--- src/rtl/oscillator_if.sv ---
// oscillator_if: control and result signals between a voice controller
// (master) and the oscillator (slave).
//   en       - run enable for the phase counter and divider
//   divisor  - note period in clk cycles, 0 = silent
//   quotient - normalised 8-bit phase
//   q_valid  - one-cycle pulse on each quotient update
//   busy     - high while a divide is in flight
interface oscillator_if #(
  parameter int CNT_W = 18
);
  logic             en;
  logic [CNT_W-1:0] divisor;
  logic [7:0]       quotient;
  logic             q_valid;
  logic             busy;

  modport master (
    output en,
    output divisor,
    input  quotient,
    input  q_valid,
    input  busy
  );

  modport slave (
    input  en,
    input  divisor,
    output quotient,
    output q_valid,
    output busy
  );
endinterface

--- src/rtl/oscillator.sv ---
// oscillator: per-voice phase counter plus a multi-cycle restoring divider
// that turns the counter into an 8-bit normalised phase,
// quotient = floor(cnt * 256 / divisor).
// One divide takes 9 edges: a snapshot edge, then 8 edges that each
// retire one quotient bit, MSB first.
// Optional feature macro: OSC_PHASE_RESET_EN adds a phase_rst input that
// clears the counter and aborts any in-flight divide (note-on retrigger).
// Without it, note changes glide from the current counter value.
module oscillator #(
  parameter int CNT_W = 18,
  parameter int Q_W   = 8
) (
  input  logic        clk,
  input  logic        rst,
`ifdef OSC_PHASE_RESET_EN
  input  logic        phase_rst,
`endif
  oscillator_if.slave bus
);

  typedef enum logic [0:0] {
    IDLE = 1'b0,
    DIV  = 1'b1
  } state_t;

  // Phase counter
  logic [CNT_W-1:0] cnt_reg;
  logic [CNT_W-1:0] cnt_next;
  logic             cnt_wrap;

  // Divider state
  state_t           state_reg;
  logic [CNT_W:0]   rem_reg;      // partial remainder, one bit wider than cnt
  logic [CNT_W-1:0] div_reg;      // snapshotted divisor
  logic [Q_W-2:0]   q_acc_reg;    // quotient bits retired so far
  logic [2:0]       bit_cnt_reg;  // which quotient bit this DIV edge produces
  logic [Q_W-1:0]   quotient_reg;
  logic             q_valid_reg;
  logic             busy_reg;

  // One restoring-division step, computed from the current partial remainder
  logic [CNT_W+1:0] rem_shift;
  logic [CNT_W+1:0] rem_sub;
  logic             q_bit;
  logic [CNT_W:0]   rem_next;

  // Phase-reset request; tied low when the retrigger feature is absent so
  // the sequential blocks stay identical in both builds.
  logic             phase_clr;

`ifdef OSC_PHASE_RESET_EN
  assign phase_clr = phase_rst;
`else
  assign phase_clr = 1'b0;
`endif

  // Counter next value: wraps when cnt+1 reaches the period, including the
  // case where a freshly lowered divisor is already below the counter.
  always_comb begin
    cnt_wrap = ({1'b0, cnt_reg} + {{CNT_W{1'b0}}, 1'b1}) >= {1'b0, bus.divisor};
    cnt_next = cnt_reg + {{(CNT_W-1){1'b0}}, 1'b1};
    if (bus.divisor == '0 || cnt_wrap) begin
      cnt_next = '0;
    end
  end

  // Phase counter: advances on every enabled edge, holds while disabled.
  always_ff @(posedge clk) begin
    if (rst) begin
      cnt_reg <= '0;
    end else if (phase_clr) begin
      cnt_reg <= '0;
    end else if (bus.en) begin
      cnt_reg <= cnt_next;
    end
  end

  // Restoring step: shift the remainder left and subtract the divisor if it
  // fits. A zero divisor never subtracts, so the quotient comes out 0.
  always_comb begin
    rem_shift = {rem_reg, 1'b0};
    rem_sub   = rem_shift - {2'b00, div_reg};
    q_bit     = (div_reg != '0) && (rem_shift >= {2'b00, div_reg});
    rem_next  = q_bit ? rem_sub[CNT_W:0] : rem_shift[CNT_W:0];
  end

  // Divider FSM: snapshot in IDLE, eight bit edges in DIV, then deliver.
  // Outputs are registered here so busy/q_valid are glitch-free.
  always_ff @(posedge clk) begin
    if (rst || phase_clr) begin
      state_reg    <= IDLE;
      rem_reg      <= '0;
      div_reg      <= '0;
      q_acc_reg    <= '0;
      bit_cnt_reg  <= '0;
      quotient_reg <= '0;
      q_valid_reg  <= 1'b0;
      busy_reg     <= 1'b0;
    end else begin
      q_valid_reg <= 1'b0;
      case (state_reg)
        IDLE: begin
          if (bus.en) begin
            rem_reg     <= {1'b0, cnt_reg};
            div_reg     <= bus.divisor;
            q_acc_reg   <= '0;
            bit_cnt_reg <= '0;
            busy_reg    <= 1'b1;
            state_reg   <= DIV;
          end
        end
        DIV: begin
          // en is deliberately ignored here: a started divide always finishes.
          rem_reg     <= rem_next;
          q_acc_reg   <= {q_acc_reg[Q_W-3:0], q_bit};
          bit_cnt_reg <= bit_cnt_reg + 3'd1;
          if (bit_cnt_reg == 3'd7) begin
            quotient_reg <= {q_acc_reg, q_bit};
            q_valid_reg  <= 1'b1;
            busy_reg     <= 1'b0;
            state_reg    <= IDLE;
          end
        end
        default: begin
          state_reg <= IDLE;
          busy_reg  <= 1'b0;
        end
      endcase
    end
  end

  assign bus.quotient = quotient_reg;
  assign bus.q_valid  = q_valid_reg;
  assign bus.busy     = busy_reg;

endmodule

--- src/flat_wrapper.sv ---
// flat-port wrapper written by rule: the top's interface ports become plain ports
module oscillator_flat 
#(
  parameter int CNT_W = 18,
  parameter int Q_W   = 8
)
  (clk, rst, bus_en, bus_divisor, bus_quotient, bus_q_valid, bus_busy);
  oscillator_if #(.CNT_W(CNT_W)) bus_i ();
  input  logic clk;
  input  logic rst;
  input wire logic [$bits(bus_i.en)-1:0] bus_en;
  input wire logic [$bits(bus_i.divisor)-1:0] bus_divisor;
  output wire logic [$bits(bus_i.quotient)-1:0] bus_quotient;
  output wire logic [$bits(bus_i.q_valid)-1:0] bus_q_valid;
  output wire logic [$bits(bus_i.busy)-1:0] bus_busy;
  assign bus_i.en = bus_en;
  assign bus_i.divisor = bus_divisor;
  assign bus_quotient = bus_i.quotient;
  assign bus_q_valid = bus_i.q_valid;
  assign bus_busy = bus_i.busy;
  oscillator #(.CNT_W(CNT_W), .Q_W(Q_W)) u_core (.clk(clk), .rst(rst), .bus(bus_i));
endmodule
--- config.mk ---
export PLATFORM = sky130hd
export DESIGN_NAME = oscillator_flat
export DESIGN_NICKNAME = d
export VERILOG_FILES = /design/src/rtl/oscillator_if.sv /design/src/rtl/oscillator.sv /design/src/flat_wrapper.sv
export SDC_FILE = /design/constraint.sdc
export NUM_CORES = 1
export LEC_CHECK = 0
export ABC_CLOCK_PERIOD_IN_PS = 3800
export CORE_MARGIN = 1
export CORE_UTILIZATION = 55
export CTS_BUF_LIST = sky130_fd_sc_hd__clkbuf_4 sky130_fd_sc_hd__clkbuf_8
export DETAILED_ROUTE_END_ITERATION = 8
export DONT_BUFFER_PORTS = 1
export GPL_ROUTABILITY_DRIVEN = 0
export MAX_ROUTING_LAYER = met4
export PLACE_DENSITY = 0.78
export SLEW_MARGIN = 25
export SYNTH_ARGS = -nofsm -noshare
export SYNTH_HDL_FRONTEND = slang
export SYNTH_SLANG_ARGS = --single-unit
--- constraint.sdc ---
create_clock -name clk -period 3.8 [get_ports clk]
set_clock_uncertainty 0.2 [all_clocks]
set_input_delay 0.57 -clock clk [delete_from_list [all_inputs] [get_ports clk]]
set_output_delay 0.57 -clock clk [all_outputs]
set_load 0.02 [all_outputs]
After elaboration in Yosys (flattened, before gate mapping)
Cells that the tools add are included.
{"block": "word_totals", "regBits": 76, "inputBits": 21, "output_inout_bits": 10}
{"block": "classes", "magnitude_cmp": 2, "n_addsub": 4, "muxes": 15, "eq_ne": 3, "reduce_logical": 8, "bitwise_logic": 1}
{"operator": "19-bit 2-to-1 mux", "n": 2}
{"operator": "19-bit case mux with 2 select lines", "n": 1}
{"operator": "20-bit by 18-bit greater-or-equal comparator with 1-bit output", "n": 1}
{"operator": "18-bit by 1-bit adder with 19-bit output (second input constant)", "n": 1}
{"operator": "19-bit by 18-bit greater-or-equal comparator with 1-bit output", "n": 1}
{"operator": "19-bit by 18-bit subtractor with 19-bit output", "n": 1}
{"operator": "18-bit by 1-bit adder with 18-bit output (second input constant)", "n": 1}
{"operator": "18-bit logical NOT", "n": 1}
{"operator": "18-bit 2-to-1 mux", "n": 1}
{"operator": "18-bit nonzero test", "n": 1}
{"operator": "7-bit case mux with 2 select lines", "n": 1}
{"operator": "7-bit 2-to-1 mux", "n": 1}
{"operator": "3-bit case mux with 2 select lines", "n": 1}
{"operator": "2-bit AND reduction", "n": 3}
{"operator": "1-bit 2-to-1 mux", "n": 5}
{"operator": "2-bit inequality test (second input constant)", "n": 2}
{"operator": "1-bit case mux with 2 select lines", "n": 2}
{"operator": "3-bit by 1-bit adder with 3-bit output (second input constant)", "n": 1}
{"operator": "3-bit == test (second input constant)", "n": 1}
{"operator": "3-bit 2-to-1 mux", "n": 1}
{"operator": "2-bit OR reduction", "n": 1}
{"operator": "1-bit logical AND", "n": 1}
{"operator": "1-bit logical OR", "n": 1}
{"operator": "1-bit NOT", "n": 1}

Depth between registers and ports, before layout
{"block": "logic_depth", "word_depth": 4, "mapped_depth": 15, "mapped_depth_nobuf": 14}

Worst setup path before layout
Ideal clock, no wire load.
{"block": "synth_timing", "path_kind": "reg-to-reg", "from": "reg u_core.cnt_reg[0]", "to": "reg u_core.cnt_reg[17]", "arrival_ns": 3.067, "path_stages_with_launch": 14, "setup_slack_ns": 0.472, "path_buffers": 1, "path_cell_list": "dfxtp_1 -> ha_1 -> nand3_1 -> nor3_1 -> nor2b_1 -> or2_2 -> ha_1 -> and4_1 -> nand4_1 -> o2111ai_1 -> nor3_1 -> and3_1 -> clkbuf_1 -> a22o_1"}
{"block": "synth_between", "elab_chain_cells": 4, "word_cells_on_any_way": 5, "cone_classes": "add/sub (2); order compare (1); mux (1); reduce/logical (1)"}
{"item": "start, declared", "line_no": "oscillator.sv:27", "text": "logic [CNT_W-1:0] cnt_reg;"}
{"item": "start signal, assigned", "line_no": "oscillator.sv:74", "text": "cnt_reg <= cnt_next;"}
{"item": "18-bit by 1-bit adder with 19-bit output", "line_no": "oscillator.sv:60", "text": "cnt_wrap = ({1'b0, cnt_reg} + {{CNT_W{1'b0}}, 1'b1}) >= {1'b0, bus.divisor};"}
{"item": "19-bit by 18-bit greater-or-equal comparator with 1-bit output", "line_no": "oscillator.sv:60"}
{"item": "1-bit logical OR", "line_no": "oscillator.sv:62", "text": "if (bus.divisor == '0 || cnt_wrap) begin"}
{"item": "18-bit 2-to-1 mux (*)", "line_no": "oscillator.sv:62"}
Mark *: on every way between the ends. The rest lies on a longest branch, timed or not.
A chain may end at the register's enable or synchronous reset.

Worst setup path after layout
{"block": "layout_timing", "from": "reg u_core.cnt_reg[0]", "to": "reg u_core.cnt_reg[2]"}
The elaborated chain is that of the path after synthesis.

==> flow_summary.toml <==
[global_routing]
track_usage = 0.271
grt_pass1_wl_um = 20100
grt_max_degree = 63
grt_overflow_total = 0
antenna_found_initial = 0
grt_pass1_vias = 4224

[clock_tree]
ctsHoldBuffers = 0
clk_pin_slew_ns = 0.09
cts_buffers = 9
cts_tree = "done"
root_buffer = "clkbuf_8"
cts.sinks = 76
clock_latency_ns = 0.36
clockBufferDepth = 2
h-tree-depth = 3

[logic_synthesis]
synth-edff-count = 0
yosys_most_used_dff = "dfxtp_1"
yosysTopAreaCell = "dfxtp_1"
synth_top_area_frac = 0.308
ys_ff_latch = 76
synth_nets = 683
avgSynthCellArea_um2 = 7.95
syn_area_mm2 = 0.00495
synth_area_leaders = "dfxtp_1 31%, ha_1 9.9%, nand2_1 6.5%"
async_flop_share = 0
ys_types = 59
ys_warn_count = 0
synthCells = 622
yosysSeqAreaShare = 0.308

[critical_path]
crit_family = "simple AND/OR/NAND/NOR gates"
cp-end-kind = "flop"
crit_chain = "ha_1, nand3_1, nor3_1, nor2b_1, or2_2, ha_1, and4_1, nand4_1, o2111ai_1, nor3_1, nand3_1, nor3b_1, a211o_1"
worst_path_max_delay_cell = "dfxtp_1"
cpPeakStageDelay_ns = 0.47
crit_type = "flop to flop"
cp.required_ns = 3.91
path_max_fanout = 8
critical_path_arrival_ns = 3.66
start_kind = "flop"
path_buf_inv = 0

[power]
vdd_drop_max_v = 0.000298
p_leak_nw = 2.09
power_density_mw_per_mm2 = 469

[cells_and_area]
syn_to_final_growth_pct = 4.55
fillCellCount = 748
largest_register_ffs = 19
nNetsFinal = 665
fin_cells = 717
drive_gt1_frac = 0.0624
diodes = 0

[outcome]
status = "finished clean"

[sta]
tightest_slew_ns = 0.696
setup_tns_ns = 0
finalSetupViolCount = 0
slew_viol_final = 0
timing.final.crit_share = 0.934
fmax_mhz = 282
max_slew_margin = 0.536
rsz0062_at_grt = "false"
hold_violations = 0
finalCriticalPeriod_ns = 3.55

[floorplan]
num_rows = 34
die_y_um = 96.8
floorplan.initialDensity = 0.567
die_area_mm2 = 0.00938
dieWidth_um = 96.8
core_area_mm2 = 0.00872
io_pins = 31

[detailed_routing]
detail-route-antenna-nets = 0
vias_per_cell = 6.22
routed_wl_um = 12000
dr.pass1.iters = 5
drc_errors = 0
routedWlPerCell_um = 16.7
drt_iter0_markers = 452
vias = 4457

[min_path]
hp-class = "input port to flop"

[place]
port_buffers = 0
place_inst = 701
hpwl_um = 8970

[flow_run]
drv_cap = 0
==> synth_stat cells, types with 2 or more instances <==
cell type,instances
mux2i_1,17
nand2_1,86
a21o_1,8
o21bai_1,2
a31o_2,4
dfxtp_1,76
a31oi_1,3
nand3b_1,5
and2_1,2
buf_1,5
ha_1,39
o211ai_1,3
buf_6,2
xor2_1,9
inv_1,43
a211o_1,2
nand4_1,11
nor2b_1,16
and3_1,5
nand2b_1,7
and4_1,4
xnor2_1,16
o32ai_1,4
nor4_1,10
a21oi_1,57
nand3_1,15
or2_2,3
a221oi_1,2
o311ai_0,2
o2111ai_1,4
o21a_1,2
nor3_1,9
o21ai_0,19
a311oi_1,3
nor2_1,34
a22o_1,13
clkbuf_1,26
o221ai_1,2
nor3b_1,13
a211oi_1,20
==> power breakdown <==
| part | internal (mW) | total, mW | switching, mW |
|---|---|---|---|
| clock | 0.247 | 0.593 | 0.346 |
| sequential | 0.845 | 0.892 | 0.0473 |
| combinational | 0.393 | 0.941 | 0.547 |
| total | 1.49 | 2.43 | 0.940 |
==> metal layers <==
metal  routed length [um]  global-route usage  part of all wire  vias to the layer above
met5                    0                   -                 0                        -
met4                  210              0.0861             0.017                        0
met3                  959              0.0527             0.080                       21
met2                 5540               0.424              0.46                      172
met1                 5300               0.352              0.44                     2069
li1                     -                   -                 -                     2195
==> through the flow <==
stage                util  setup WS, ns  area [um^2]  hold slack [ns]  total power [mW]
global placement    0.572         0.354         4990            0.232              1.81
finish              0.593         0.250         5170           0.0648              2.43
detailed placement  0.572         0.221         4990            0.237              1.83
global route        0.593        0.0335         5170           0.0527              2.56
CTS                 0.593         0.194         5170           0.0626              2.42
floorplan               -         0.472         4950            0.227              1.67
==> path summary, 6_finish.rpt <==
path,from,endpoint,slack (ns),depth (start not counted)
worst max-delay path,u_core.cnt_reg[0],u_core.cnt_reg[2],0.25,13
worst min-delay path,rst,u_core.div_reg[17],0.06,1
worst max register to register,u_core.cnt_reg[0],u_core.cnt_reg[2],0.25,13
worst min register to register,u_core.q_acc_reg[6],u_core.bus.quotient[7],0.25,2
==> kinds of logic after synthesis <==
group                    Yosys count  share of synthesized area
buffers and inverters             78                     0.0632
adder cells (fa/ha/maj)           40                      0.103
multiplexers                      17                     0.0344
AO/OA/AOI/OAI                    160                      0.221
flip-flops                        76                      0.308
XOR/XNOR                          25                     0.0443
AND/OR/NAND/NOR                  226                      0.227
==> placed cells by master, fill, tap and decap left out, drive strengths merged, types with 9 or more instances in the layout <==
master / Yosys / routed
a211oi: 22 / 22
ha: 39 / 39
nor4: 10 / 10
dfxtp: 76 / 76
nor3: 9 / 9
clkbuf: 26 / 9
nor2b: 16 / 16
xnor2: 16 / 16
mux2i: 17 / 17
inv: 43 / 47
xor2: 9 / 9
nor3b: 13 / 13
o21ai: 20 / 20
nor2: 34 / 34
a21oi: 57 / 57
nand3: 15 / 15
nand4: 11 / 11
a22o: 13 / 13
nand2: 87 / 87
==> repair_timing <==
action                     in CTS  in global routing
resized for setup               0                  1
setup endpoints to repair       0                 12
setup buffers                   0                  0
==> area by class of cell <==
type                            instances  area [um^2]  area share
Multi-Input combinational cell        468         3110       0.602
Tap cell                              108          135      0.0261
Inverter                               43          161      0.0312
Clock buffer                            9          124      0.0240
Clock inverter                          7         57.6      0.0111
Sequential cell                        76         1520       0.294
Timing Repair Buffer                    6         57.6      0.0111
Power figures use the tool's default switching activity.
